--- src/rtl/cnn_lb_pkg.sv ---
// Shared types for the line-buffer read side: FSM states, default address width,
// and the window element index helper.
package cnn_lb_pkg;

  typedef enum logic [1:0] {IDLE, STREAM, DRAIN, RELEASE} rd_state_e;

  localparam int ADDR_WIDTH_DEF = 14;

  // Flat index of window element (row r, column c); c=0 is the oldest column.
  function automatic int win_idx(input int r, input int c, input int k);
    return r * k + c;
  endfunction

endpackage

--- src/rtl/window_shift_reg.sv ---
// K x K column shift register: each shift drops the oldest column (c=0) and appends
// col_in (or a zero column when zero_in) at c=K-1.
module window_shift_reg
  import cnn_lb_pkg::*;
#(
  parameter int K  = 3,
  parameter int DW = 16
) (
  input  logic              clk,
  input  logic              reset,
  input  logic              clr,
  input  logic              shift_en,
  input  logic              zero_in,
  input  logic [K*DW-1:0]   col_in,
  output logic [K*K*DW-1:0] win_out
);

  always_ff @(posedge clk or negedge reset) begin
    if (!reset) begin
      win_out <= '0;
    end else if (clr) begin
      win_out <= '0;
    end else if (shift_en) begin
      for (int r = 0; r < K; r++) begin
        for (int c = 0; c < K - 1; c++)
          win_out[win_idx(r, c, K)*DW +: DW] <= win_out[win_idx(r, c + 1, K)*DW +: DW];
        win_out[win_idx(r, K - 1, K)*DW +: DW] <= zero_in ? '0 : col_in[r*DW +: DW];
      end
    end
  end

endmodule

--- src/rtl/pingpong_window_reader.sv ---
// Ping-pong line buffer read side: sweeps a completed bank column by column and streams
// K x K windows over valid/ready. Optional horizontal zero padding under ZERO_PAD_EN.
module pingpong_window_reader
  import cnn_lb_pkg::*;
#(
  parameter int NUM_LINES  = 3,
  parameter int DATA_WIDTH = 16,
  parameter int ADDR_WIDTH = ADDR_WIDTH_DEF
) (
  input  logic                                  clk,
  input  logic                                  reset,
  input  logic                                  bank_ready,
  input  logic                                  bank_sel,
  input  logic [ADDR_WIDTH-1:0]                 line_width,
  output logic                                  rd_en,
  output logic                                  rd_bank,
  output logic [ADDR_WIDTH-1:0]                 rd_addr,
  input  logic [NUM_LINES*DATA_WIDTH-1:0]       rd_data,
  output logic                                  win_valid,
  input  logic                                  win_ready,
  output logic [NUM_LINES*NUM_LINES*DATA_WIDTH-1:0] win_data,
  output logic                                  win_eol,
  output logic                                  bank_release,
  output logic                                  busy
);

  localparam int K  = NUM_LINES;
  localparam int DW = DATA_WIDTH;
  localparam int CW = ADDR_WIDTH + 2;
`ifdef ZERO_PAD_EN
  localparam int PAD = (K - 1) / 2;
`else
  localparam int PAD = 0;
`endif
  localparam logic [CW-1:0] K_C   = CW'(K);
  localparam logic [CW-1:0] PAD_C = CW'(PAD);

  rd_state_e         state;
  logic [ADDR_WIDTH-1:0] lw_q;
  logic              data_pend, col_buf_vld;
  logic [K*DW-1:0]   col_buf, col_src;
  logic [CW-1:0]     col_cnt, col_nxt, total, lw_ext;
  logic              skip, can_shift, have_col, pad_tail, shift, clr, last_hs;

  assign lw_ext    = {2'b00, lw_q};
  // Virtual column stream length, including leading/trailing pad columns.
  assign total     = lw_ext + (PAD_C << 1);
  assign col_nxt   = col_cnt + CW'(1);
  assign can_shift = !win_valid || win_ready;
  assign have_col  = col_buf_vld || data_pend;
  assign col_src   = col_buf_vld ? col_buf : rd_data;
  assign clr       = (state == IDLE) && bank_ready;
  assign last_hs   = win_valid && win_ready && win_eol;

`ifdef ZERO_PAD_EN
  assign skip     = (lw_q == '0);
  assign pad_tail = (state == DRAIN) && !have_col && (col_cnt >= lw_ext + PAD_C) && (col_cnt < total);
`else
  assign skip     = (lw_ext < K_C);
  assign pad_tail = 1'b0;
`endif

  assign shift = can_shift && (have_col || pad_tail);
  assign rd_en = (state == STREAM) && !skip && can_shift;

  always_ff @(posedge clk or negedge reset) begin
    if (!reset) begin
      state        <= IDLE;
      lw_q         <= '0;
      rd_addr      <= '0;
      rd_bank      <= 1'b0;
      bank_release <= 1'b0;
      busy         <= 1'b0;
    end else begin
      bank_release <= 1'b0;
      case (state)
        IDLE: if (bank_ready) begin
          state   <= STREAM;
          busy    <= 1'b1;
          rd_bank <= bank_sel;
          lw_q    <= line_width;
          rd_addr <= '0;
        end
        STREAM: begin
          if (skip) begin
            state        <= RELEASE;
            bank_release <= 1'b1;
          end else if (rd_en) begin
            rd_addr <= rd_addr + ADDR_WIDTH'(1);
            if (rd_addr == lw_q - ADDR_WIDTH'(1)) state <= DRAIN;
          end
        end
        DRAIN: if (last_hs) begin
          state        <= RELEASE;
          bank_release <= 1'b1;
        end
        RELEASE: begin
          state <= IDLE;
          busy  <= 1'b0;
        end
        default: state <= IDLE;
      endcase
    end
  end

  // One-column skid: a read issued just before a stall lands here until the window drains.
  always_ff @(posedge clk or negedge reset) begin
    if (!reset) begin
      data_pend   <= 1'b0;
      col_buf_vld <= 1'b0;
      col_buf     <= '0;
      col_cnt     <= '0;
      win_valid   <= 1'b0;
      win_eol     <= 1'b0;
    end else begin
      data_pend <= rd_en;
      if (col_buf_vld) begin
        if (shift) begin
          col_buf_vld <= data_pend;
          col_buf     <= rd_data;
        end
      end else if (data_pend && !can_shift) begin
        col_buf_vld <= 1'b1;
        col_buf     <= rd_data;
      end

      if (clr)        col_cnt <= PAD_C;
      else if (shift) col_cnt <= col_nxt;

      if (shift) begin
        win_valid <= (col_nxt >= K_C);
        win_eol   <= (col_nxt == total);
      end else if (win_ready) begin
        win_valid <= 1'b0;
        win_eol   <= 1'b0;
      end
    end
  end

  window_shift_reg #(.K(K), .DW(DW)) u_win (
    .clk      (clk),
    .reset    (reset),
    .clr      (clr),
    .shift_en (shift),
    .zero_in  (pad_tail),
    .col_in   (col_src),
    .win_out  (win_data)
  );

endmodule
--- config.mk ---
export PLATFORM = sky130hd
export DESIGN_NAME = pingpong_window_reader
export DESIGN_NICKNAME = d
export VERILOG_FILES = /design/src/rtl/cnn_lb_pkg.sv /design/src/rtl/window_shift_reg.sv /design/src/rtl/pingpong_window_reader.sv
export SDC_FILE = /design/constraint.sdc
export NUM_CORES = 1
export LEC_CHECK = 0
export BUFFER_PORTS_ARGS = -buffer_cell sky130_fd_sc_hd__buf_4
export CORE_AREA = 2 2 135 203
export CTS_CLUSTER_DIAMETER = 40
export DETAILED_ROUTE_END_ITERATION = 10
export DIE_AREA = 0 0 137 205
export PLACE_DENSITY_LB_ADDON = 0.05
export SYNTH_ARGS = -nofsm -noshare
export SYNTH_HDL_FRONTEND = slang
export SYNTH_SLANG_ARGS = --single-unit
--- constraint.sdc ---
create_clock -name clk -period 4.5 [get_ports clk]
set_clock_uncertainty 0.15 [all_clocks]
set_input_delay 0.9 -clock clk [delete_from_list [all_inputs] [get_ports clk]]
set_output_delay 0.9 -clock clk [all_outputs]
set_load 0.02 [all_outputs]
==> impl_results.md <==
- Status: finished clean
- MaxCap Viol Count: 0
- Post-synthesis sequential area ratio: 0.5338
- Peak Freq: 315.1 MHz
- Number of global-route vias before repair: 8885
- Setup crit end kind: output pin
- Worst slew pin tran: 978.3 ps
- Startpoint Class: flip-flop
- Pre-CTS WS: 1340 ps
- P&R area growth vs syn: 28.48%
- Setup repair after global routing missed its margin: false
- Worst flop-to-flop path endpoint: rd_addr[13]
- Clk_lat worst skew: 510 ps
- Count of flip-flops with a built-in enable after synthesis: 0
- Grt met1 use: 0.2704
- Grt ovf: 0
- Setup_tns: 0 ps
- Layout filler cell count: 2409
- Crit path DAT: 2120 ps
- FF+latch count, synth: 245
- Post-Syn Instances: 1174
- DRT Wirelength: 30230 um
- R2r worst-path depth: 8
- Endpoints failing hold: 0
- # port buffers: 230
- Final setup vio count: 0
- GRT Total Usage: 0.2184
- Total power per unit cell area: 755.6 mW/mm^2
- Busiest grt layer: met2
- GP Congestion: 0.8273
- Met2 usage: 0.3682
- Min cycle time layout: 3174 ps
- Initial Utilization: 0.4366
- DR iter-0 viols: 500
- Power share of the sequential group: 0.341
- Core Region: 0.02631 mm^2
- Commonest non-fill, non-tap cell in the layout: nand2_1
- H-tree depth: 2
- Residual DRC count: 0
- Critical path peak fanout: 6
- Setup Fix Bufs, Post-CTS: 0
- Antenna Nets Post-Route: 0
- Distinct cells, synth: 59
- Nets: 1441
- Switch share: 0.3905
- Internal power: 6.795 mW
- Syn_nets: 1250
- Reg2reg start: state[0]
- Die width: 137 um
- Worst min path class: input port to asynchronous set/reset pin
- # clock sinks: 245
- CTS buffer count: 35
- Hpwl dp: 20110 um
- Mapped Avg Cell Area: 9.783 um^2
- Clock-pin slew on the worst setup and hold paths: 60 ps
- Via-to-Cell Ratio: 5.229
- Die height: 205 um
- Initial antenna violation count: 1
- Via Count: 9035
- Most frequent cells in the layout: nand2_1 (265), dfrtp_1 (244), buf_4 (232)
- Row count: 73
- Detailed-route wire length per cell: 17.50 um
- Final slew viol count: 0
- Post-CTS Resized: 0
- P_sw: 4.354 mW
- Clock power frac: 0.270
- Clk buf depth: 3
- Ys Warns: 0
- Synth Flop Type: dfrtp_1
- CTS tree: done
- Die area: 0.02809 mm^2
- Clk root buf: clkbuf_16
- IO Count: 231
- FFs w/ async S/R, synth: 1.000
- CP Class: flip-flop to output pin
- Layout cell share with drive strength beyond 1: 0.2633
- First-pass DRT Iterations: 5
- Pin count of the biggest net entering global routing: 201
- Fin crit share: 0.7053
- GR Util met3: 0.05469
- Worst path required time: 3450 ps
- Cell Area, Synth: 0.01148 mm^2
- Hold-fix buffers, CTS: 0
- Slew margin rel.: 0.3453
- Combinational power share: 0.389
- First-pass GRT wire length: 48620 um
- Fin worst setup slack: 1326 ps
- P_leak: 6.602 nW
- Max IR drop VDD: 0.0005418 V
- R2R setup slack: 1450 ps
-- state kept, by name, summed over array words and instances, names as in the netlist --
signal,count
busy,1
data_pend,1
lw_q,14
state,2
rd_bank,1
win_valid,1
col_buf_vld,1
bank_release,1
win_eol,1
rd_addr,14
col_buf,48
col_cnt,16
u_win.win_out,144
-- per-layer routing --
metal | up-vias | part of all wire
li1 | 4410 | -
met1 | 4331 | 0.40
met2 | 237 | 0.50
met3 | 57 | 0.061
met4 | 0 | 0.031
met5 | - | 0
-- stage by stage --
step / hold slack, ps / instances / power [mW] / area (um^2) / utilization
finish: 283.7 / 1728 / 11.15 / 14760 / 0.5609
global route: 351.0 / 1728 / 11.87 / 14760 / 0.5609
global placement: 327.7 / 1665 / 8.127 / 13460 / 0.5117
CTS: 331.3 / 1727 / 11.29 / 14750 / 0.5608
detailed placement: 319.8 / 1665 / 8.229 / 13460 / 0.5117
floorplan: 330.4 / 1174 / 6.586 / 11480 / -
-- critical path, cell delays in order (launching register included) --
cell	delay [ps]
dfrtp_1	500
nor4_4	540
a41o_2	340
nor2_1	70
buf_4	170
-- layout make-up --
class	count	area, um^2	area share
Multi-Input combinational cell	830	4990	0.3382
Timing Repair Buffer	238	1857	0.1258
Tap cell	337	421.7	0.02858
Sequential cell	245	6135	0.4158
Inverter	15	56.30	0.003816
Antenna cell	1	2.502	0.0001696
Clock inverter	19	305.3	0.02069
Clock buffer	43	988.4	0.06699
-- worst max-delay path by stage --
stage / start / endpoint / slack, ps / depth (start not counted)
floorplan: win_ready / rd_en / 1900 / 3
global placement: bank_ready / rd_addr[13] / 1340 / 7
global route: state[0] / rd_addr[13] / 1180 / 8
detailed placement: win_ready / col_buf[19] / 1340 / 6
finish: lw_q[11] / rd_en / 1330 / 4
CTS: lw_q[11] / rd_en / 1350 / 4
-- synth_stat cells, drive strengths merged (4+ instances only) --
| library cell | n | area share |
|---|---|---|
| nand2 | 265 | 0.087 |
| dfrtp | 245 | 0.53 |
| a21oi | 109 | 0.048 |
| nor2 | 100 | 0.033 |
| clkbuf | 68 | 0.022 |
| mux2i | 52 | 0.045 |
| a211oi | 51 | 0.034 |
| mux2 | 51 | 0.050 |
| xnor2 | 34 | 0.026 |
| xor2 | 26 | 0.020 |
| o21ai | 21 | 0.0092 |
| buf | 16 | 0.0074 |
| inv | 15 | 0.0049 |
| nand4 | 15 | 0.0082 |
| nor3 | 15 | 0.0075 |
| nand3 | 11 | 0.0048 |
| nor4 | 10 | 0.0094 |
| ha | 9 | 0.0098 |
| and3 | 6 | 0.0034 |
| and2 | 5 | 0.0027 |
| o22ai | 5 | 0.0027 |
| or3 | 5 | 0.0027 |
| a31oi | 4 | 0.0022 |
| and4 | 4 | 0.0032 |
-- kinds of logic after synthesis --
family / after synthesis / share of synthesized area
AO/OA/AOI/OAI: 209 / 0.1100
XOR/XNOR: 60 / 0.04576
adder cells (fa/ha/maj): 9 / 0.009805
buffers and inverters: 99 / 0.03453
flip-flops: 245 / 0.5338
multiplexers: 103 / 0.09565
AND/OR/NAND/NOR: 449 / 0.1704
-- power groups by stage --
stage	Sequential [mW]	Combinational (mW)	Clock, mW
after floorplan	4.11	2.47	0
after global placement	3.82	4.31	0
after detailed placement	3.85	4.38	0
after CTS	3.82	4.40	3.08
after global routing	3.94	4.77	3.17
final	3.81	4.33	3.01
No activity file was read; power rests on OpenSTA's default activity.
